File: src/rtl/conv_layer_scheduler.sv
// Conv layer job scheduler: streams weights into each target BRAM,
// then holds compute enable until the requested frame count is reached.
module conv_layer_scheduler #(
  parameter int NUM_TARGETS      = 5,
  parameter int BEATS_PER_TARGET = 144,
  parameter int AXIS_DATA_WIDTH  = 64
) (
  input  logic                       clk,
  input  logic                       rst,
  input  logic                       i_cfg_start,
  input  logic                       i_cfg_reload,
  input  logic [15:0]                i_cfg_num_frames,
  input  logic [8:0]                 i_cfg_l1_base,
  input  logic [8:0]                 i_cfg_l2_base,
  input  logic                       i_abort,
  input  logic                       s_axis_w_tvalid,
  input  logic [AXIS_DATA_WIDTH-1:0] s_axis_w_tdata,
  input  logic                       s_axis_w_tlast,
  output logic                       s_axis_w_tready,
  output logic                       m_axis_w_tvalid,
  output logic [AXIS_DATA_WIDTH-1:0] m_axis_w_tdata,
  output logic                       m_axis_w_tlast,
  input  logic                       m_axis_w_tready,
  output logic                       o_load_weights,
  output logic [3:0]                 o_target_layer,
  output logic                       o_start_compute,
  output logic [8:0]                 o_l1_weight_base,
  output logic [8:0]                 o_l2_weight_base,
  input  logic                       i_compute_done,
  output logic                       o_busy,
  output logic                       o_done,
  output logic [15:0]                o_frame_cnt,
  output logic                       o_err
);

  localparam int TW =
    (NUM_TARGETS > 1) ? $clog2(NUM_TARGETS) : 1;

  localparam logic [TW-1:0] T_LAST =
    TW'(NUM_TARGETS - 1);
  localparam logic [15:0] B_LAST =
    16'(BEATS_PER_TARGET - 1);

  localparam logic [2:0] S_IDLE      = 3'd0;
  localparam logic [2:0] S_LOAD_RST  = 3'd1;
  localparam logic [2:0] S_LOAD_DATA = 3'd2;
  localparam logic [2:0] S_COMPUTE   = 3'd3;
  localparam logic [2:0] S_DONE      = 3'd4;

  logic [2:0]    state;
  logic [2:0]    state_nxt;
  logic [TW-1:0] tgt;
  logic [15:0]   beat_cnt;
  logic [15:0]   num_frames;
  logic [15:0]   frame_inc;
  logic          in_load;
  logic          in_data;
  logic          beat;
  logic          beat_final;
  logic          start_ok;
  logic          abort_ok;

  assign in_data = (state == S_LOAD_DATA);
  assign in_load = in_data || (state == S_LOAD_RST);

  assign m_axis_w_tvalid = in_data && s_axis_w_tvalid;
  assign s_axis_w_tready = in_data && m_axis_w_tready;
  assign m_axis_w_tdata  = s_axis_w_tdata;
  assign m_axis_w_tlast  = s_axis_w_tlast;

  assign o_target_layer = in_load ? 4'(tgt) : 4'd0;

  assign beat       = in_data && s_axis_w_tvalid
                   && m_axis_w_tready;
  assign beat_final = beat && (beat_cnt == B_LAST);
  assign start_ok   = (state == S_IDLE) && i_cfg_start;
  assign abort_ok   = (state != S_IDLE) && i_abort;

  assign frame_inc = (o_frame_cnt == 16'hFFFF) ?
    o_frame_cnt : o_frame_cnt + 16'd1;

  always_comb begin
    state_nxt = state;
    if (abort_ok) begin
      state_nxt = S_IDLE;
    end else begin
      case (state)
        S_IDLE: begin
          if (i_cfg_start)
            state_nxt = i_cfg_reload ?
              S_LOAD_RST : S_COMPUTE;
        end
        S_LOAD_RST: state_nxt = S_LOAD_DATA;
        S_LOAD_DATA: begin
          if (beat_final)
            state_nxt = (tgt == T_LAST) ?
              S_COMPUTE : S_LOAD_RST;
        end
        S_COMPUTE: begin
          if (num_frames == 16'd0)
            state_nxt = S_DONE;
          else if (i_compute_done
                   && frame_inc == num_frames)
            state_nxt = S_DONE;
        end
        S_DONE:  state_nxt = S_IDLE;
        default: state_nxt = S_IDLE;
      endcase
    end
  end

  // Control outputs follow the next state so they
  // line up with the state register.
  always_ff @(posedge clk) begin
    if (rst) begin
      state            <= S_IDLE;
      tgt              <= '0;
      beat_cnt         <= '0;
      num_frames       <= '0;
      o_frame_cnt      <= '0;
      o_err            <= 1'b0;
      o_l1_weight_base <= '0;
      o_l2_weight_base <= '0;
      o_load_weights   <= 1'b0;
      o_start_compute  <= 1'b0;
      o_busy           <= 1'b0;
      o_done           <= 1'b0;
    end else begin
      state           <= state_nxt;
      o_load_weights  <= (state_nxt == S_LOAD_RST);
      o_start_compute <= (state_nxt == S_COMPUTE);
      o_busy          <= (state_nxt != S_IDLE);
      o_done          <= (state_nxt == S_DONE);

      if (start_ok) begin
        num_frames       <= i_cfg_num_frames;
        o_l1_weight_base <= i_cfg_l1_base;
        o_l2_weight_base <= i_cfg_l2_base;
        o_frame_cnt      <= '0;
        o_err            <= 1'b0;
        tgt              <= '0;
        beat_cnt         <= '0;
      end else if (!abort_ok) begin
        if (state == S_LOAD_RST)
          beat_cnt <= '0;

        if (beat) begin
          if (s_axis_w_tlast != beat_final)
            o_err <= 1'b1;
          if (beat_final) begin
            beat_cnt <= '0;
            if (tgt != T_LAST)
              tgt <= tgt + 1'b1;
          end else begin
            beat_cnt <= beat_cnt + 16'd1;
          end
        end

        if (state == S_COMPUTE && i_compute_done
            && num_frames != 16'd0)
          o_frame_cnt <= frame_inc;
      end
    end
  end

endmodule

File: config.mk
export PLATFORM = sky130hd
export DESIGN_NAME = conv_layer_scheduler
export DESIGN_NICKNAME = d
export VERILOG_FILES = /design/src/rtl/conv_layer_scheduler.sv
export SDC_FILE = /design/constraint.sdc
export NUM_CORES = 1
export LEC_CHECK = 0
export BUFFER_PORTS_ARGS = -buffer_cell sky130_fd_sc_hd__buf_2
export CAP_MARGIN = 20
export CORE_MARGIN = 1.5
export CORE_UTILIZATION = 47
export DETAILED_ROUTE_END_ITERATION = 12
export PLACE_DENSITY = 0.77
export RECOVER_POWER = 25
export SLEW_MARGIN = 20
export SYNTH_ARGS = -nofsm -noshare
export SYNTH_HDL_FRONTEND = slang
export SYNTH_SLANG_ARGS = --single-unit
File: constraint.sdc
create_clock -name clk -period 2.86 [get_ports clk]
set_clock_uncertainty 0.2 [all_clocks]
set_input_delay 0.572 -clock clk [delete_from_list [all_inputs] [get_ports clk]]
set_output_delay 0.572 -clock clk [all_outputs]
set_load 0.01 [all_outputs]
After elaboration in Yosys (flattened, before gate mapping)
Cells that the tools add are included.
Storage, ports and cells
  memory bits (read-only): 0
  latch bits: 0
  memories kept: 0
  memory bits (writable): 0
  register bits after elaboration: 77
  bits of input ports: 107
  word-level logic and storage cells: 62
Operators by class
  multiplexer cells: 13
  reduce and logical (&&, ||, !) cells: 21
  eq/ne operators: 12
  $lt $le $gt $ge: 0
  $mul: 0
  add/sub/neg operators: 3
  shift operators: 0
  bitwise gates (word level): 1
  div/mod/pow operators: 0
Operators with widths (count)
  2-to-1 mux 16 bit: 4
  adder 16 x 1 -> 16 bit (second input constant): 2
  2-to-1 mux 3 bit: 6
  equality test 16 bit: 1
  equality test 16 bit (second input constant): 1
  equality test 16 x 8 -> 1 bit (second input constant): 1
  zero test 16 bit: 1
  nonzero test 16 bit: 1
  one-hot mux 3 bit (4 select lines): 1
  equality test 3 x 2 -> 1 bit (second input constant): 3
  logical AND 1 bit: 9
  equality test 3 x 1 -> 1 bit (second input constant): 2
  equality test 3 bit (second input constant): 2
  nonzero test 3 bit: 2
  2-to-1 mux 2 bit: 2
  AND reduction 2 bit: 2
  AND reduction 4 bit: 1
  adder 3 x 1 -> 3 bit (second input constant): 1
  zero test 3 bit: 1
  inequality test 3 bit (second input constant): 1
  AND reduction 3 bit: 1
  nonzero test 2 bit: 1
  OR reduction 2 bit: 1
  logical OR 1 bit: 1
  other kinds (2): 2

Depth between registers and ports, before layout
Gate-level depths: netlist of run 1.
  word-level depth: 9
  mapped depth: 9
  gate-level depth less buffers: 8

Worst setup path after synthesis of run 1
No wires, ideal clock.
  path kind: register -> register
  start: register o_frame_cnt[1]
  end: register state[0]
  stages on the path, launching flop included: 9
  buffers on the path: 0
  data arrival time: 2.142 ns
  setup slack: 0.383 ns
  clock period less this slack: 2.477 ns
  cell sequence: dfxtp_1 -> ha_1 -> nand3_1 -> nor4_4 -> nand2_1 -> xor2_1 -> a2111oi_2 -> and4_4 -> o21ai_1
Between the ends
  word-level cells in the longest chain between the ends: 8
RTL lines
  from (decl): RTL line 32  | output logic [15:0] o_frame_cnt,
  from (signal assigned): RTL line 161  | o_frame_cnt <= frame_inc;
  adder 16 x 1 -> 16 bit or equality test 16 bit (tied branches): RTL line 80, 79
  2-to-1 mux 16 bit (*): RTL line 79  | assign frame_inc = (o_frame_cnt == 16'hFFFF) ?
  equality test 16 bit (*): RTL line 103  | && frame_inc == num_frames)
  logical AND 1 bit (*): RTL line 103
  2-to-1 mux 3 bit (*): RTL line 102  | else if (i_compute_done
  2-to-1 mux 3 bit (*): RTL line 100  | if (num_frames == 16'd0)
  one-hot mux 3 bit (4 select lines) (*): RTL line 87  | case (state)
  2-to-1 mux 3 bit (*): RTL line 84  | if (abort_ok) begin
  to (signal assigned): RTL line 129  | state <= state_nxt;
  to (decl): RTL line 50  | logic [2:0] state;
Every way passes the cells marked *; elsewhere a longest branch is shown, timed or not.
A chain may end at the register's enable or synchronous reset.

Final worst setup path of run 1
  start: register o_frame_cnt[4]
  end: register state[0]
The elaborated chain is that of the path after synthesis.

==> results.yml, run 1 <==
global_route:
  grtUsageTotal: 0.218
  grt_pass1_wl_um: 17800
  grt_max_degree: 35
  grt_overflow: 0
  antenna_found_initial: 0
  grt_pass1_vias: 3675
clocking:
  cts_setup_buffers: 0
  postCtsHoldBufs: 0
  cts_inserted_buffers: 9
  clock_path_buffers: 2
  cts.sinks: 77
  clk_latency_ps: 350
  cts_root_buf: "clkbuf_8"
  path_clk_slew_ps: 80
  cts_resized: 0
  cts-htree-levels: 3
  cts_tree: "yes"
setup_path:
  startpoint_type: "register"
  end_kind: "register"
  path_class: "register to register"
  crit_fanout: 13
  cp_cell_sequence: "nand3_4, nor4_2, xnor3_1, a31oi_2, a2111oi_2, and4_4, o21ai_1"
  max_stage_delay_ps: 580
  cp_data_required_time_ps: 2880
  worst_ep_arrival_time_ps: 2630
  cpMaxStageDelayCell: "dfxtp_1"
power_and_ir_drop:
  peakVddDrop_mv: 0.335
  powerDensity_nw_per_um2: 503
  p_leak_uw: 0.00192
synthesis:
  synth_cell_types: 66
  synth-seq-area-share: 0.337
  avgSynthCellArea_um2: 7.96
  ys_ff_latch: 77
  syn-cell-area_um2: 4580
  ys_async_sr_fraction: 0
  synth_nets: 686
  synth-edff-count: 0
  synth_cells: 575
  synth_flop_cell: "dfxtp_1"
  ys_warn_count: 0
finish:
  instances_no_fill: 728
  most-common-layout-cells: "nand2_1, buf_2, dfxtp_1"
  multi_input_area_um2: 2390
  drive_gt1_frac: 0.242
  final_common_cell: "nand2_1"
  diodes: 0
  syn_to_final_growth_pct: 6.81
  regArea_um2: 1540
  filler_cell_count: 867
  nets: 705
timing:
  rsz0062_at_grt: "false"
  fmax_mhz: 383
  finalMaxSlewViolations: 0
  final_hold_viol_count: 0
  setup_viol: 0
  layout_min_cycle_time_ps: 2610
  fin_setup_tns_ps: 0
  finalCritPeriodShare: 0.913
routing:
  routed_wl_um: 11100
  wl_per_cell_um: 15.2
  avgViaCountPerCell: 5.52
  num_vias: 4020
  ant_nets: 0
  initialDrtViolationCount: 246
  dr.pass1.iters: 4
  drc: 0
floorplan:
  die_h_um: 102
  die_w_um: 102
  initial_core_util: 0.491
  dieArea_um2: 10300
  ios: 217
  core-area_um2: 9330
  row_count: 35
placement:
  dpl.hpwl_um: 8270
  portBuffers: 87
  place_inst: 712
  gp_congestion: 0.889
flow_run:
  maxCapViolCount: 0
worst_hold_path:
  hp-class: "register to register"
run_status:
  status: "complete, no violations"
==> sequential cells by signal, indices dropped and copies added (netlist names), 3 cells and up <==
register and flops:
o_l2_weight_base 9, beat_cnt 16, num_frames 16, o_frame_cnt 16
o_l1_weight_base 9, tgt 3, state 3
==> final cells by class <==
cell class,instances,area share
clock buffers,12,0.0317
clock inverters,4,0.0113
inverters,5,0.00384
multi-input cells,398,0.489
flip-flops and latches,77,0.315
well taps,129,0.0330
repair buffers,103,0.116
==> cell usage after synthesis, types with 9 or more instances <==
master | number | area (um^2)
nand2_1 | 96 | 360
nor3_1 | 9 | 45.0
nand3_1 | 11 | 55.1
nor3b_1 | 10 | 75.1
and3_1 | 12 | 75.1
xor2_1 | 10 | 87.6
buf_2 | 11 | 55.1
xnor2_1 | 21 | 184
clkbuf_1 | 13 | 48.8
dfxtp_1 | 77 | 1540
o21ai_0 | 17 | 85.1
nor4_1 | 12 | 75.1
a21oi_1 | 58 | 290
nor2_1 | 48 | 180
buf_4 | 71 | 533
==> critical path: cells and delay by family (launching register included) <==
kind | cells | cell delay, ps
AOI/OAI and AO/OA | 3 | 570
DFF | 1 | 580
and+or+nand+nor | 3 | 930
xor gates and xnor gates | 1 | 210
==> stage by stage <==
| step | util | area [um^2] | worst slack (ps) | hold slack (ps) | power, uW |
|---|---|---|---|---|---|
| global placement | 0.502 | 4680 | 350 | 240 | 1600 |
| global route | 0.524 | 4890 | 98.3 | 248 | 2570 |
| floorplan | - | 4580 | 383 | 251 | 1560 |
| CTS | 0.524 | 4890 | 256 | 240 | 2470 |
| detailed placement | 0.502 | 4680 | 266 | 243 | 1610 |
| finish | 0.524 | 4890 | 249 | 251 | 2460 |
==> cells by family (layout without fill, tap and decap cells) <==
kind of cell,after synthesis,after routing,share of synthesized area
AO/OA/AOI/OAI,116,116,0.153
AND/OR/NAND/NOR,241,241,0.282
XOR/XNOR,32,32,0.0642
buffers and inverters,100,124,0.143
other,1,1,0.000819
adder cells (fa/ha/maj),4,4,0.0109
multiplexers,4,4,0.00875
flip-flops,77,77,0.337
==> metal layers <==
| layer | wire, um | global-route usage | vias to the layer above |
|---|---|---|---|
| met4 | 207 | 0.0855 | 0 |
| met5 | 0 | 0 | - |
| met1 | 4860 | 0.283 | 1844 |
| met2 | 5100 | 0.348 | 174 |
| li1 | - | - | 1972 |
| met3 | 918 | 0.0538 | 30 |
==> power by group <==
part | total (uW) | internal [uW] | switching [uW]
combinational | 401 | 169 | 233
sequential | 1180 | 1130 | 53.7
clock | 872 | 456 | 416
total | 2460 | 1760 | 702
==> path summary, 6_finish.rpt <==
check / from / endpoint / slack, ps / cells past startpoint
hold / removal: o_l1_weight_base[2]$_SDFFE_PP0P_ / o_l1_weight_base[2]$_SDFFE_PP0P_ / 250 / 2
setup reg to reg: o_frame_cnt[4]$_SDFFE_PP0P_ / state[0]$_SDFF_PP0_ / 250 / 7
setup / recovery: o_frame_cnt[4]$_SDFFE_PP0P_ / state[0]$_SDFF_PP0_ / 250 / 7
hold reg to reg: o_l1_weight_base[2]$_SDFFE_PP0P_ / o_l1_weight_base[2]$_SDFFE_PP0P_ / 250 / 2
Power figures use the tool's default switching activity.
==> run 2, diff against run 1 <==
--- a/config.mk
+++ b/config.mk
@@ -5,12 +5,14 @@
 export SDC_FILE = /design/constraint.sdc
 export NUM_CORES = 1
 export LEC_CHECK = 0
+export ABC_AREA = 1
 export BUFFER_PORTS_ARGS = -buffer_cell sky130_fd_sc_hd__buf_2
 export CAP_MARGIN = 20
 export CORE_MARGIN = 1.5
 export CORE_UTILIZATION = 47
+export CTS_CLUSTER_SIZE = 28
 export DETAILED_ROUTE_END_ITERATION = 12
-export PLACE_DENSITY = 0.77
+export PLACE_DENSITY = 0.78
 export RECOVER_POWER = 25
 export SLEW_MARGIN = 20
 export SYNTH_ARGS = -nofsm -noshare
==> results.yml, run 2 <==
floorplan:
  dieArea_um2: 9930
  ios: 217
  row_count: 35
  die_h_um: 99.6
  die_w_um: 99.6
  initial_core_util: 0.480
  core-area_um2: 9150
clocking:
  cts_inserted_buffers: 9
  cts_root_buf: "clkbuf_8"
  cts_resized: 0
  cts_tree: "yes"
  clk_latency_ps: 350
  clock_path_buffers: 2
  postCtsHoldBufs: 0
  path_clk_slew_ps: 90
  cts.sinks: 77
  cts_setup_buffers: 0
  cts-htree-levels: 3
setup_path:
  cp_data_required_time_ps: 2910
  path_class: "register to register"
  rr_worst_depth: 20
  end_kind: "register"
  worst_ep_arrival_time_ps: 2620
  r2r_slack_ps: 280
  startpoint_type: "register"
  r2r_start: "o_frame_cnt[1]$_SDFFE_PP0P_"
  r2r_end: "o_busy$_SDFF_PP0_"
  crit_fanout: 27
routing:
  wl_per_cell_um: 13.2
  avgViaCountPerCell: 5.30
  drc: 0
  routed_wl_um: 10300
  initialDrtViolationCount: 243
  num_vias: 4127
  dr.pass1.iters: 5
  ant_nets: 0
synthesis:
  yosysMostFrequentCell: "nand2_1"
  ys_ff_latch: 77
  synth_top_cell_area_share: 0.351
  synth-edff-count: 0
  yosysTopAreaCell: "dfxtp_1"
  synth_area_leaders: "dfxtp_1, buf_4, nand2_1, inv_1, o21ai_0"
  ys_warn_count: 0
  synth_cells: 645
  synth_flop_cell: "dfxtp_1"
  avgSynthCellArea_um2: 6.80
  synth_cell_types: 32
  ys_async_sr_fraction: 0
  synth_nets: 756
  synth-seq-area-share: 0.351
  synthTopCellsByCount: "nand2_1, inv_1, dfxtp_1"
  syn-cell-area_um2: 4390
power_and_ir_drop:
  p_leak_uw: 0.00211
  powerDensity_nw_per_um2: 559
  peakVddDrop_mv: 0.465
worst_hold_path:
  min-delay-start: "rst"
  hold_path_depth: 2
  hp-class: "input port to register"
  min_to: "state[0]$_SDFF_PP0_"
timing:
  holdWs_ps: 227
  fmax_mhz: 388
  finalMaxSlewViolations: 0
  relSlewSlack: 0.620
  tightest_slew_ps: 570
  finalCritPeriodShare: 0.901
  final_hold_viol_count: 0
  setup_viol: 0
  fin_setup_tns_ps: 0
  rsz0062_at_grt: "false"
  layout_min_cycle_time_ps: 2580
finish:
  most-common-layout-cells: "nand2_1, buf_2, inv_1"
  final_common_cell: "nand2_1"
  diodes: 0
  postLayoutCoreUtil: 0.510
  syn_to_final_growth_pct: 6.44
  drive_gt1_frac: 0.187
  nets: 773
  reg_top3: "beat_cnt (16), num_frames (16), o_frame_cnt (16)"
  instances_no_fill: 778
  final_area_um2: 4670
placement:
  dpl.hpwl_um: 7620
  gp_congestion: 0.962
  portBuffers: 87
  dpl_cell_area_um2: 4430
  place_inst: 762
global_route:
  grt_max_degree: 71
  grt_pass1_wl_um: 17000
  grt_pass1_vias: 3754
  antenna_found_initial: 0
  grt_overflow: 0
  grtUsageTotal: 0.210
flow_run:
  maxCapViolCount: 0
run_status:
  status: "complete, no violations"
==> run 2: changes by cell type after synthesis, moves of 5 or more <==
cell      before  now
nor2_1        48   54
nor3b_1       10    0
xnor2_1       21    4
nand2_1       96  119
inv_1          5   80
nand4_1        6   17
nand2b_1       5    0
buf_2         11    1
and3_1        12    0
a211oi_1       1    6
nor4_1        12    2
nand3_1       11   33
o21ai_0       17   58
inv_2          0    5
==> run 2: worst max path at each step <==
stage                                 from           endpoint  slack (ps)  depth (start not counted)
3_5_place_dp   o_frame_cnt[1]$_SDFFE_PP0P_  o_busy$_SDFF_PP0_         310                         20
2_1_floorplan  o_frame_cnt[0]$_SDFFE_PP0P_  o_busy$_SDFF_PP0_         520                         18
6_report       o_frame_cnt[1]$_SDFFE_PP0P_  o_busy$_SDFF_PP0_         280                         20
4_1_cts        o_frame_cnt[1]$_SDFFE_PP0P_  o_busy$_SDFF_PP0_         310                         20
3_3_place_gp   o_frame_cnt[1]$_SDFFE_PP0P_  o_busy$_SDFF_PP0_         420                         20
5_1_grt        o_frame_cnt[1]$_SDFFE_PP0P_  o_busy$_SDFF_PP0_          40                         20
==> run 2: cell type report <==
type                    count  area (um^2)
well taps                 111          139
clock inverters             7          121
clock buffers               9          124
inverters                  85          319
repair buffers             93          480
flip-flops and latches     77         1540
fillers                   890         4480
multi-input cells         396         1950
==> run 2: cell families (layout without fill, tap and decap cells) <==
| logic type | Yosys count | in the layout | share of synthesized area |
|---|---|---|---|
| adder cells (fa/ha/maj) | 4 | 4 | 0.0114 |
| other | 1 | 1 | 0.000854 |
| flip-flops | 77 | 77 | 0.351 |
| AO/OA/AOI/OAI | 139 | 139 | 0.172 |
| AND/OR/NAND/NOR | 241 | 241 | 0.236 |
| XOR/XNOR | 11 | 11 | 0.0219 |
| buffers and inverters | 172 | 194 | 0.206 |
==> run 2: worst max-delay path: stages, from the launching register on <==
cell	delay [ps]
dfxtp_1	430
ha_1	300
inv_2	50
nor2_2	130
nand2_2	100
inv_2	70
nand2_4	160
nand2_1	140
nand2_1	70
nand2_1	60
nand2_1	50
nor2_1	100
nand3_1	80
nor2_1	80
nand2_1	80
nand2_1	80
nand2_1	60
nand2_2	90
nand2_1	60
nand2_1	50
nand2_1	40
==> run 2: power by group <==
group | total, uW | switching, uW | internal (uW)
sequential | 1190 | 40.4 | 1150
combinational | 408 | 260 | 148
clock | 1010 | 428 | 584
==> run 2: metal layers <==
| metal | vias up | GRT usage | share of wire |
|---|---|---|---|
| li1 | 2071 | - | - |
| met1 | 1845 | 0.268 | 0.44 |
| met2 | 184 | 0.332 | 0.46 |
| met3 | 27 | 0.0464 | 0.087 |
| met4 | 0 | 0.108 | 0.021 |
| met5 | - | 0 | 0 |
==> run 2: per-stage QoR <==
step,setup slack (ps),total power [uW]
after detailed placement,312,1620
after global routing,38.6,2740
after global placement,417,1610
after CTS,310,2620
after floorplan,516,1570
final,284,2610
